**src/rtl/cpu_checker_pkg.sv**
```systemverilog
// Shared encodings for the CPU trace-line checker: FSM states, line formats,
// error-bit positions and the ASCII punctuation the grammar is built from.
package cpu_checker_pkg;

    typedef logic [3:0] state_t;

    localparam state_t S_IDLE     = 4'd0;
    localparam state_t S_CARET    = 4'd1;
    localparam state_t S_TIME     = 4'd2;
    localparam state_t S_PC_FIRST = 4'd3;
    localparam state_t S_PC       = 4'd4;
    localparam state_t S_SP1      = 4'd5;
    localparam state_t S_DOLLAR   = 4'd6;
    localparam state_t S_GRF      = 4'd7;
    localparam state_t S_STAR     = 4'd8;
    localparam state_t S_ADDR     = 4'd9;
    localparam state_t S_SP2      = 4'd10;
    localparam state_t S_LT       = 4'd11;
    localparam state_t S_EQ       = 4'd12;
    localparam state_t S_DATA     = 4'd13;
    localparam state_t S_DONE     = 4'd14;

    localparam logic [1:0] FMT_REG = 2'b01;
    localparam logic [1:0] FMT_MEM = 2'b10;

    localparam int ERR_TIME = 0;
    localparam int ERR_PC   = 1;
    localparam int ERR_ADDR = 2;
    localparam int ERR_GRF  = 3;

    localparam logic [7:0] CH_CARET  = 8'h5e;
    localparam logic [7:0] CH_AT     = 8'h40;
    localparam logic [7:0] CH_COLON  = 8'h3a;
    localparam logic [7:0] CH_DOLLAR = 8'h24;
    localparam logic [7:0] CH_STAR   = 8'h2a;
    localparam logic [7:0] CH_LT     = 8'h3c;
    localparam logic [7:0] CH_EQ     = 8'h3d;
    localparam logic [7:0] CH_HASH   = 8'h23;
    localparam logic [7:0] CH_SP     = 8'h20;

    // Bounds arrive as arguments so a zero lower bound is not a constant compare.
    function automatic logic in_range(input logic [31:0] v,
                                      input logic [31:0] lo,
                                      input logic [31:0] hi);
        return (v >= lo) && (v <= hi);
    endfunction

endpackage

```
**src/rtl/cpu_checker_char_class.sv**
```systemverilog
// Character classifier: decimal digit, lowercase hex digit and its nibble value.
module cpu_checker_char_class (
    input  logic [7:0] char,
    output logic       is_dec,
    output logic       is_hex,
    output logic [3:0] nibble
);

    always_comb begin
        is_dec = (char >= 8'h30) && (char <= 8'h39);
        is_hex = is_dec || ((char >= 8'h61) && (char <= 8'h66));
        nibble = 4'd0;
        if (is_dec)
            nibble = char[3:0];
        else if (is_hex)
            nibble = char[3:0] + 4'd9;
    end

endmodule

```
**src/rtl/cpu_checker_param.sv**
```systemverilog
// Streaming checker for CPU trace lines (register and memory writes), one
// character per clock, with range/alignment checks and line/error counters.
module cpu_checker_param
    import cpu_checker_pkg::*;
#(
    parameter int          TIME_DIGITS = 4,
    parameter int          GRF_DIGITS  = 4,
    parameter int          NUM_REGS    = 32,
    parameter logic [31:0] PC_MIN      = 32'h3000,
    parameter logic [31:0] PC_MAX      = 32'h4fff,
    parameter logic [31:0] ADDR_MIN    = 32'h0,
    parameter logic [31:0] ADDR_MAX    = 32'h2fff,
    parameter int          ALIGN_CHECK = 1,
    parameter int          CNT_W       = 16
) (
    input  logic             clk,
    input  logic             reset,
    input  logic [7:0]       char,
    input  logic [15:0]      freq,
    output logic             valid,
    output logic [1:0]       format_type,
    output logic [3:0]       error_code,
    output logic [CNT_W-1:0] line_cnt,
    output logic [CNT_W-1:0] err_line_cnt
);

    localparam int TW = TIME_DIGITS * 4;
    localparam int GW = GRF_DIGITS * 4;

    logic          is_dec, is_hex;
    logic [3:0]    nibble;
    state_t        state_q, state_nx;
    logic [7:0]    cnt_q;
    logic [TW-1:0] time_acc;
    logic [GW-1:0] grf_acc;
    logic [31:0]   pc_acc, addr_acc;
    logic          is_mem;
    logic [1:0]    fmt_q;
    logic [3:0]    err_q, err_nx;
    logic [31:0]   time_mask;

    cpu_checker_char_class u_class (
        .char   (char),
        .is_dec (is_dec),
        .is_hex (is_hex),
        .nibble (nibble)
    );

    always_comb begin
        state_nx = S_IDLE;
        if (char == CH_CARET) begin
            state_nx = S_CARET;
        end else begin
            case (state_q)
                S_CARET:    if (is_dec) state_nx = S_TIME;
                S_TIME:     if (is_dec && cnt_q < 8'(TIME_DIGITS)) state_nx = S_TIME;
                            else if (char == CH_AT) state_nx = S_PC_FIRST;
                S_PC_FIRST: if (is_hex) state_nx = S_PC;
                S_PC:       if (is_hex && cnt_q < 8'd8) state_nx = S_PC;
                            else if (char == CH_COLON && cnt_q == 8'd8) state_nx = S_SP1;
                S_SP1:      if (char == CH_SP) state_nx = S_SP1;
                            else if (char == CH_DOLLAR) state_nx = S_DOLLAR;
                            else if (char == CH_STAR) state_nx = S_STAR;
                S_DOLLAR:   if (is_dec) state_nx = S_GRF;
                S_GRF:      if (is_dec && cnt_q < 8'(GRF_DIGITS)) state_nx = S_GRF;
                            else if (char == CH_SP) state_nx = S_SP2;
                            else if (char == CH_LT) state_nx = S_LT;
                S_STAR:     if (is_hex) state_nx = S_ADDR;
                S_ADDR:     if (is_hex && cnt_q < 8'd8) state_nx = S_ADDR;
                            else if (char == CH_SP && cnt_q == 8'd8) state_nx = S_SP2;
                            else if (char == CH_LT && cnt_q == 8'd8) state_nx = S_LT;
                S_SP2:      if (char == CH_SP) state_nx = S_SP2;
                            else if (char == CH_LT) state_nx = S_LT;
                S_LT:       if (char == CH_EQ) state_nx = S_EQ;
                S_EQ:       if (char == CH_SP) state_nx = S_EQ;
                            else if (is_hex) state_nx = S_DATA;
                S_DATA:     if (is_hex && cnt_q < 8'd8) state_nx = S_DATA;
                            else if (char == CH_HASH && cnt_q == 8'd8) state_nx = S_DONE;
                default:    state_nx = S_IDLE;
            endcase
        end
    end

    always_comb begin
        time_mask        = (32'(freq) >> 1) - 32'd1;
        err_nx           = 4'd0;
        err_nx[ERR_TIME] = (32'(time_acc) & time_mask) != 32'd0;
        err_nx[ERR_PC]   = !in_range(pc_acc, PC_MIN, PC_MAX) ||
                           ((ALIGN_CHECK != 0) && (pc_acc[1:0] != 2'b00));
        err_nx[ERR_ADDR] = is_mem && (!in_range(addr_acc, ADDR_MIN, ADDR_MAX) ||
                           ((ALIGN_CHECK != 0) && (addr_acc[1:0] != 2'b00)));
        err_nx[ERR_GRF]  = !is_mem && (32'(grf_acc) >= 32'(NUM_REGS));
    end

    // The digit that causes entry into a digit state is already the first one counted.
    always_ff @(posedge clk or negedge reset) begin
        if (!reset) begin
            state_q      <= S_IDLE;
            cnt_q        <= 8'd0;
            time_acc     <= '0;
            grf_acc      <= '0;
            pc_acc       <= 32'd0;
            addr_acc     <= 32'd0;
            is_mem       <= 1'b0;
            fmt_q        <= 2'b00;
            err_q        <= 4'd0;
            line_cnt     <= '0;
            err_line_cnt <= '0;
        end else begin
            state_q <= state_nx;
            cnt_q   <= (state_nx == state_q) ? cnt_q + 8'd1 : 8'd1;
            if (char == CH_CARET) begin
                time_acc <= '0;
                grf_acc  <= '0;
                pc_acc   <= 32'd0;
                addr_acc <= 32'd0;
                is_mem   <= 1'b0;
            end else begin
                case (state_nx)
                    S_TIME:  time_acc <= time_acc * TW'(10) + TW'(nibble);
                    S_GRF:   grf_acc  <= grf_acc * GW'(10) + GW'(nibble);
                    S_PC:    pc_acc   <= {pc_acc[27:0], nibble};
                    S_ADDR:  addr_acc <= {addr_acc[27:0], nibble};
                    S_STAR:  is_mem   <= 1'b1;
                    default: ;
                endcase
            end
            if (state_nx == S_DONE) begin
                fmt_q        <= is_mem ? FMT_MEM : FMT_REG;
                err_q        <= err_nx;
                line_cnt     <= line_cnt + CNT_W'(1);
                err_line_cnt <= err_line_cnt + CNT_W'(err_nx != 4'd0);
            end
        end
    end

    always_comb begin
        valid       = (state_q == S_DONE);
        format_type = valid ? fmt_q : 2'b00;
        error_code  = valid ? err_q : 4'd0;
    end

endmodule

```
**config.mk**
```make
export PLATFORM = sky130hd
export DESIGN_NAME = cpu_checker_param
export DESIGN_NICKNAME = d
export VERILOG_FILES = /design/src/rtl/cpu_checker_pkg.sv /design/src/rtl/cpu_checker_char_class.sv /design/src/rtl/cpu_checker_param.sv
export SDC_FILE = /design/constraint.sdc
export NUM_CORES = 1
export LEC_CHECK = 0
export BUFFER_PORTS_ARGS = -buffer_cell sky130_fd_sc_hd__buf_4
export CAP_MARGIN = 40
export CORE_MARGIN = 1.5
export CORE_UTILIZATION = 35
export CTS_BUF_LIST = sky130_fd_sc_hd__clkbuf_16
export DETAILED_ROUTE_END_ITERATION = 10
export GPL_TIMING_DRIVEN = 0
export MAX_ROUTING_LAYER = met4
export PLACE_DENSITY_LB_ADDON = 0.12
export REMOVE_ABC_BUFFERS = 1
export SYNTH_ARGS = -nofsm -noshare
export SYNTH_HDL_FRONTEND = slang
export SYNTH_SLANG_ARGS = --single-unit
```
**constraint.sdc**
```tcl
create_clock -name clk -period 8.7 [get_ports clk]
set_input_delay 1.305 -clock clk [delete_from_list [all_inputs] [get_ports clk]]
set_output_delay 1.305 -clock clk [all_outputs]
set_load 0.005 [all_outputs]
```
---- After elaboration in Yosys (flattened, before gate mapping) ----
Index checks and enable logic that the tools add are counted.
word-level totals
  memory bits (writable) .................. 0
  memories ................................ 0
  word-level logic and storage cells ...... 130
  bits in registers ....................... 147
  latch bits .............................. 0
  ROM bits ................................ 0
operators by class
  reduce and logical (&&, ||, !) cells .... 27
  multipliers ............................. 2
  muxes and demuxes ....................... 40
  shift-type cells ........................ 0
  bitwise logic cells ..................... 1
  divide/modulo/power cells ............... 0
  add/subtract/negate cells ............... 7
  magnitude comparators ................... 11
  equal/unequal tests ..................... 31
operator list
  operator               count
  $mux 32                4
  $mux 4                 19
  $mux 16                4
  $eq 8x6->1 const B     7
  $pmux 4 s13            1
  $eq 4x4->1 const B     10
  $add 16x4->16          2
  $and 16x32->32         1
  $ge 32x1->1 const B    1
  $ge 32x14->1 const B   1
  $le 32x14->1 const B   1
  $le 32x15->1 const B   1
  $mul 16x3->15 const B  2
  $reduce_bool 32->1     1
  $eq 4x3->1 const B     6
  $add 16x1->16          1
  $add 16x1->16 const B  1
  $eq 8x7->1 const B     2
  $ge 16x6->1 const B    1
  $sub 15x1->16 const B  1
  $reduce_bool 2->1      7
  $eq 4x2->1 const B     3
  $logic_and 1x1->1      12
  $mux 3                 4
  17 further kinds       26

---- Logic depth before layout (Yosys ltp) ----
  word-level depth ........................ 10
  gate-level depth with buffers ........... 17

---- Hierarchy ----
Synthesis repeated with hierarchy kept, for this count alone.
second synthesis, totals
  cells, all modules ...................... 1,003
  area total of the unflattened synthesis .. 9,197.6 µm²
by module, submodules not included
  module                  area each (µm²)  sequential area each (µm²)  cells an instance  times used
  cpu_checker_param       8,997.4          3,678.5                     978                1
  cpu_checker_char_class  200.2            0.0                         25                 1

---- Least setup slack after synthesis ----
OpenSTA, ideal clock, no wires.
  path type ............................... input-to-reg
  from .................................... input char[3]
  to ...................................... register grf_acc[15]
  setup slack ............................. 3,792 ps
  data required time ...................... 8,574 ps
  data arrival time ....................... 4,781 ps
  stages .................................. 16
  path through ............................ or3_1 -> clkbuf_1 -> nor4_4 -> a22oi_1 -> inv_1 -> ha_1 -> inv_1 -> fa_1 -> nor2b_1 -> o21ai_0 -> nor3b_1 -> nand3_1 -> nor3_1 -> nand4_1 -> mux2_1 -> a311o_1
between the ends
  word-level cells in the longest chain between the ends .. 9
  elaborated cells between the ends (all ways) .. 54
ends and longest elaborated chain
  item                                                   line                      RTL
  start: declaration                                     cpu_checker_param.sv:18   input logic [7:0] char,
  branches (longest 9 deep; another with $add 16x4->16)  --
  end signal: assignment                                 cpu_checker_param.sv:121  S_GRF: grf_acc <= grf_acc * GW'(10) + GW'(nibble);
  end: declaration                                       cpu_checker_param.sv:35   logic [GW-1:0] grf_acc;
Several ways; the timed one is not identified. The select of a mux whose other input is x is not followed.
A chain may end at the register's enable or synchronous reset.

---- Worst setup path after layout ----
  from .................................... input char[1]
  to ...................................... register grf_acc[15]
The elaborated chain is that of the path after synthesis.

==> qor.csv <==
metric;value;unit
grt_max_degree;77;
setup.worst_path.end_class;flip-flop;
worst_path_most_repeated_cell;inv_1;
min_delay_path_depth;2;
hold-worst-slack;0.467;ns
core_area;0.0252;mm²
count_of_standard_cell_rows;58;
worst-slew-pin-transition;0.802;ns
num_antenna_cells;0;
async_flop_share;100;%
layout-drive-gt1-share;11.6;%
p_per_area;145;mW/mm²
die_height;163;µm
start_util;35.6;%
detail_route.first_pass.iterations;7;
finish.net_count;1155;
antenna_found_initial;0;
slew_headroom;46.6;%
cts.htree.levels;4;
detailedRoute.firstIterationViolations;459;
cts.sink_count;147;
synth-compound-area-share;10.9;%
final.setup_skew;0.0120;ns
run_status;complete, no violations;
cts_setup_buffers;0;
postSynthCellCount;1009;
place_area;0.00993;mm²
synth.yosys.seq_area_share;41.0;%
die_ar;0.0266;mm²
clkTransAtPathRegs;0.06;ns
drv_cap;0;
gpl.final_weighted_congestion;0.847;
vias_per_cell;5.19;
setup-violations-final;0;
finish.instance_area;0.0105;mm²
vdd_drop_max;156;µV
num-fill-cells;2555;
muxShareOfSynthArea;0.461;%
antenna_left;0;
report.power.total;1520;µW
finalMaxSlewViolations;0;
gr-total-overflow;0;
synth_ff_type;dfrtp_1;
ys.warnings.count;0;
wire_per_inst;14.8;µm
clk-insertion-delay-late;0.43;ns
power.leakage;0.00507;µW
post_synth.cell_area_avg;8.89;µm²
io-pin-count;65;
tritoncts_buffer_count;17;
critPathArrivalTime;5.79;ns
fin_tns_setup;0;ns
vias;7286;
critical_path_class;in -> reg;
yosys.area_share.adder;9.68;%
grt_usage;17.1;%
required;9.01;ns
die-width;163;µm
cts_max_path_buffers;2;
cts_tree;built;
max_stage_delay;0.68;ns
rsz0062_at_grt;no;
cpMaxStageDelayCell;a21oi_1;
final.min_clock_period;5.49;ns
holdCritPathClass;reg -> reg;
detail_route.drc_violations;0;
wl;20800;µm
mappedNetlistArea;0.00897;mm²
io_port_bufs;63;
grt_pass1_vias;7007;
synthDistinctLibCells;69;
worst_r2r_path_depth;11;
post_synth_xor_area_fraction;8.21;%
synth.ff_latch_count;147;
finalHoldViolations;0;
synth_simple_gate_area_share;26.7;%
timing.fmax;182;MHz
hold_buffer_count_at_cts;0;
post_cts_resized;0;
synth_top_family_by_area;simple AND/OR/NAND/NOR gates;
startpoint_type;primary input;
critPathMaxFanout;8;
grt_pass1_wl;35600;µm
crit_chain;buf_4, inv_1, ha_1, o21bai_1, a21oi_1, a22oi_1, inv_1, ha_1, inv_1, fa_1, nor2b_1, o21ai_0, nor3b_1, nand3_1, nor3_1, nand4_1, mux2_1, a311o_1;
final.period_utilization;63.1;%
synth-edff-count;0;
growth_of_design_area_from_synthesis_to_finish;16.9;%
clk_root_buffer_cell;clkbuf_16;
post-dp-hpwl;15200;µm
==> critical path: cells and delay by family <==
family                   cells  cell delay (ns)
AO/OA/AOI/OAI                5             1.60
adder cells (fa/ha/maj)      3             0.81
buffers and inverters        4             0.45
multiplexers                 1             0.37
AND/OR/NAND/NOR              5             1.27
==> cell usage in the layout, fill, tap and decap left out, drive strengths merged, types with 5 or more instances in the layout <==
| cell type | n |
|---|---|
| inv | 35 |
| nand2 | 173 |
| nor3b | 9 |
| nand4 | 17 |
| nand2b | 9 |
| o21ai | 62 |
| a211oi | 6 |
| nor2b | 12 |
| clkinv | 7 |
| and3 | 8 |
| nor3 | 15 |
| xnor2 | 46 |
| or4 | 5 |
| a31oi | 5 |
| or2 | 5 |
| nor4 | 23 |
| dfrtp | 147 |
| o211ai | 5 |
| nor2 | 55 |
| clkbuf | 17 |
| buf | 74 |
| a21o | 7 |
| and2 | 12 |
| nand3 | 120 |
| a21oi | 23 |
| ha | 63 |
| xor2 | 38 |
==> registers in the layout, indices dropped and copies added, names as in the netlist <==
signal	flops
addr_acc	32
cnt_q	8
err_line_cnt	16
err_q	4
fmt_q	2
grf_acc	16
is_mem	1
line_cnt	16
pc_acc	32
state_q	4
time_acc	16
==> final timing paths <==
path	slack (ns)	to	from
hold / removal	0.47	fmt_q[1]$_DFFE_PN0N_	fmt_q[1]$_DFFE_PN0N_
min in group asynchronous	0.71	line_cnt[15]$_DFFE_PN0N_	reset
hold reg to reg	0.47	fmt_q[1]$_DFFE_PN0N_	fmt_q[1]$_DFFE_PN0N_
setup reg to reg	5.09	grf_acc[15]$_DFFE_PN0P_	grf_acc[1]$_DFFE_PN0P_
max in group asynchronous	7.08	cnt_q[0]$_DFF_PN0_	reset
setup / recovery	3.21	grf_acc[15]$_DFFE_PN0P_	char[1]
==> through the flow <==
step	utilization, %	cells	setup slack, ns
2_1_floorplan	-	969	3.84
3_3_place_gp	38.5	1362	2.82
3_5_place_dp	39.4	1373	2.85
4_1_cts	41.6	1405	3.27
5_1_grt	41.6	1405	2.87
6_report	41.6	1405	3.21
==> Yosys cell counts (4+ instances only) <==
library cell / count / share of area [%]
nor2_1: 55 / 2.3
nor3_1: 15 / 0.84
o21ai_1: 16 / 0.89
nand3_1: 120 / 6.7
xor2_1: 38 / 3.7
a31oi_1: 5 / 0.35
a21o_1: 7 / 0.59
dfrtp_1: 147 / 41
and2_1: 12 / 0.84
nand4b_1: 4 / 0.39
o21ai_0: 45 / 2.5
nand2_1: 173 / 7.2
o211ai_1: 4 / 0.33
inv_1: 31 / 1.3
a21oi_1: 23 / 1.3
or4b_2: 4 / 0.45
nand2b_1: 9 / 0.63
clkbuf_1: 26 / 1.1
or4_1: 4 / 0.33
o31a_1: 4 / 0.39
nor3b_1: 9 / 0.75
buf_1: 9 / 0.38
xnor2_1: 46 / 4.5
and3_1: 8 / 0.56
fa_1: 4 / 0.89
a31o_2: 4 / 0.39
nand4_1: 17 / 1.2
ha_1: 63 / 8.8
a211oi_1: 6 / 0.50
nor2b_1: 12 / 0.84
buf_2: 5 / 0.28
nor4_1: 22 / 1.5
==> area by class of cell <==
cell class                      count  area (µm²)  share of cell area [%]
Multi-Input combinational cell    790        5030                    48.0
Sequential cell                   147        3680                    35.1
Timing Repair Buffer               74         683                    6.52
Clock buffer                       17         425                    4.06
Tap cell                          330         413                    3.94
Clock inverter                     15         130                    1.24
Inverter                           32         120                    1.15
==> metal layers <==
metal | vias to the layer above | global-route usage, % | routed length, µm
met5 | - | - | 0
met4 | 0 | 5.13 | 310
met3 | 27 | 2.46 | 540
met2 | 93 | 26.5 | 9520
met1 | 3490 | 23.1 | 10500
li1 | 3676 | - | -
==> power breakdown <==
part	switching (µW)	internal (µW)
Sequential	25.7	700
Clock	304	394
Combinational	59.8	39.5
Total	390	1130
==> logic make-up after synthesis <==
kind of cell    Yosys count
compound gates          150
buf+inv                  72
mux                       4
simple gates            485
xor+xnor                 84
fa+ha+maj                67
flops                   147
(Power assumes the default switching activity.)
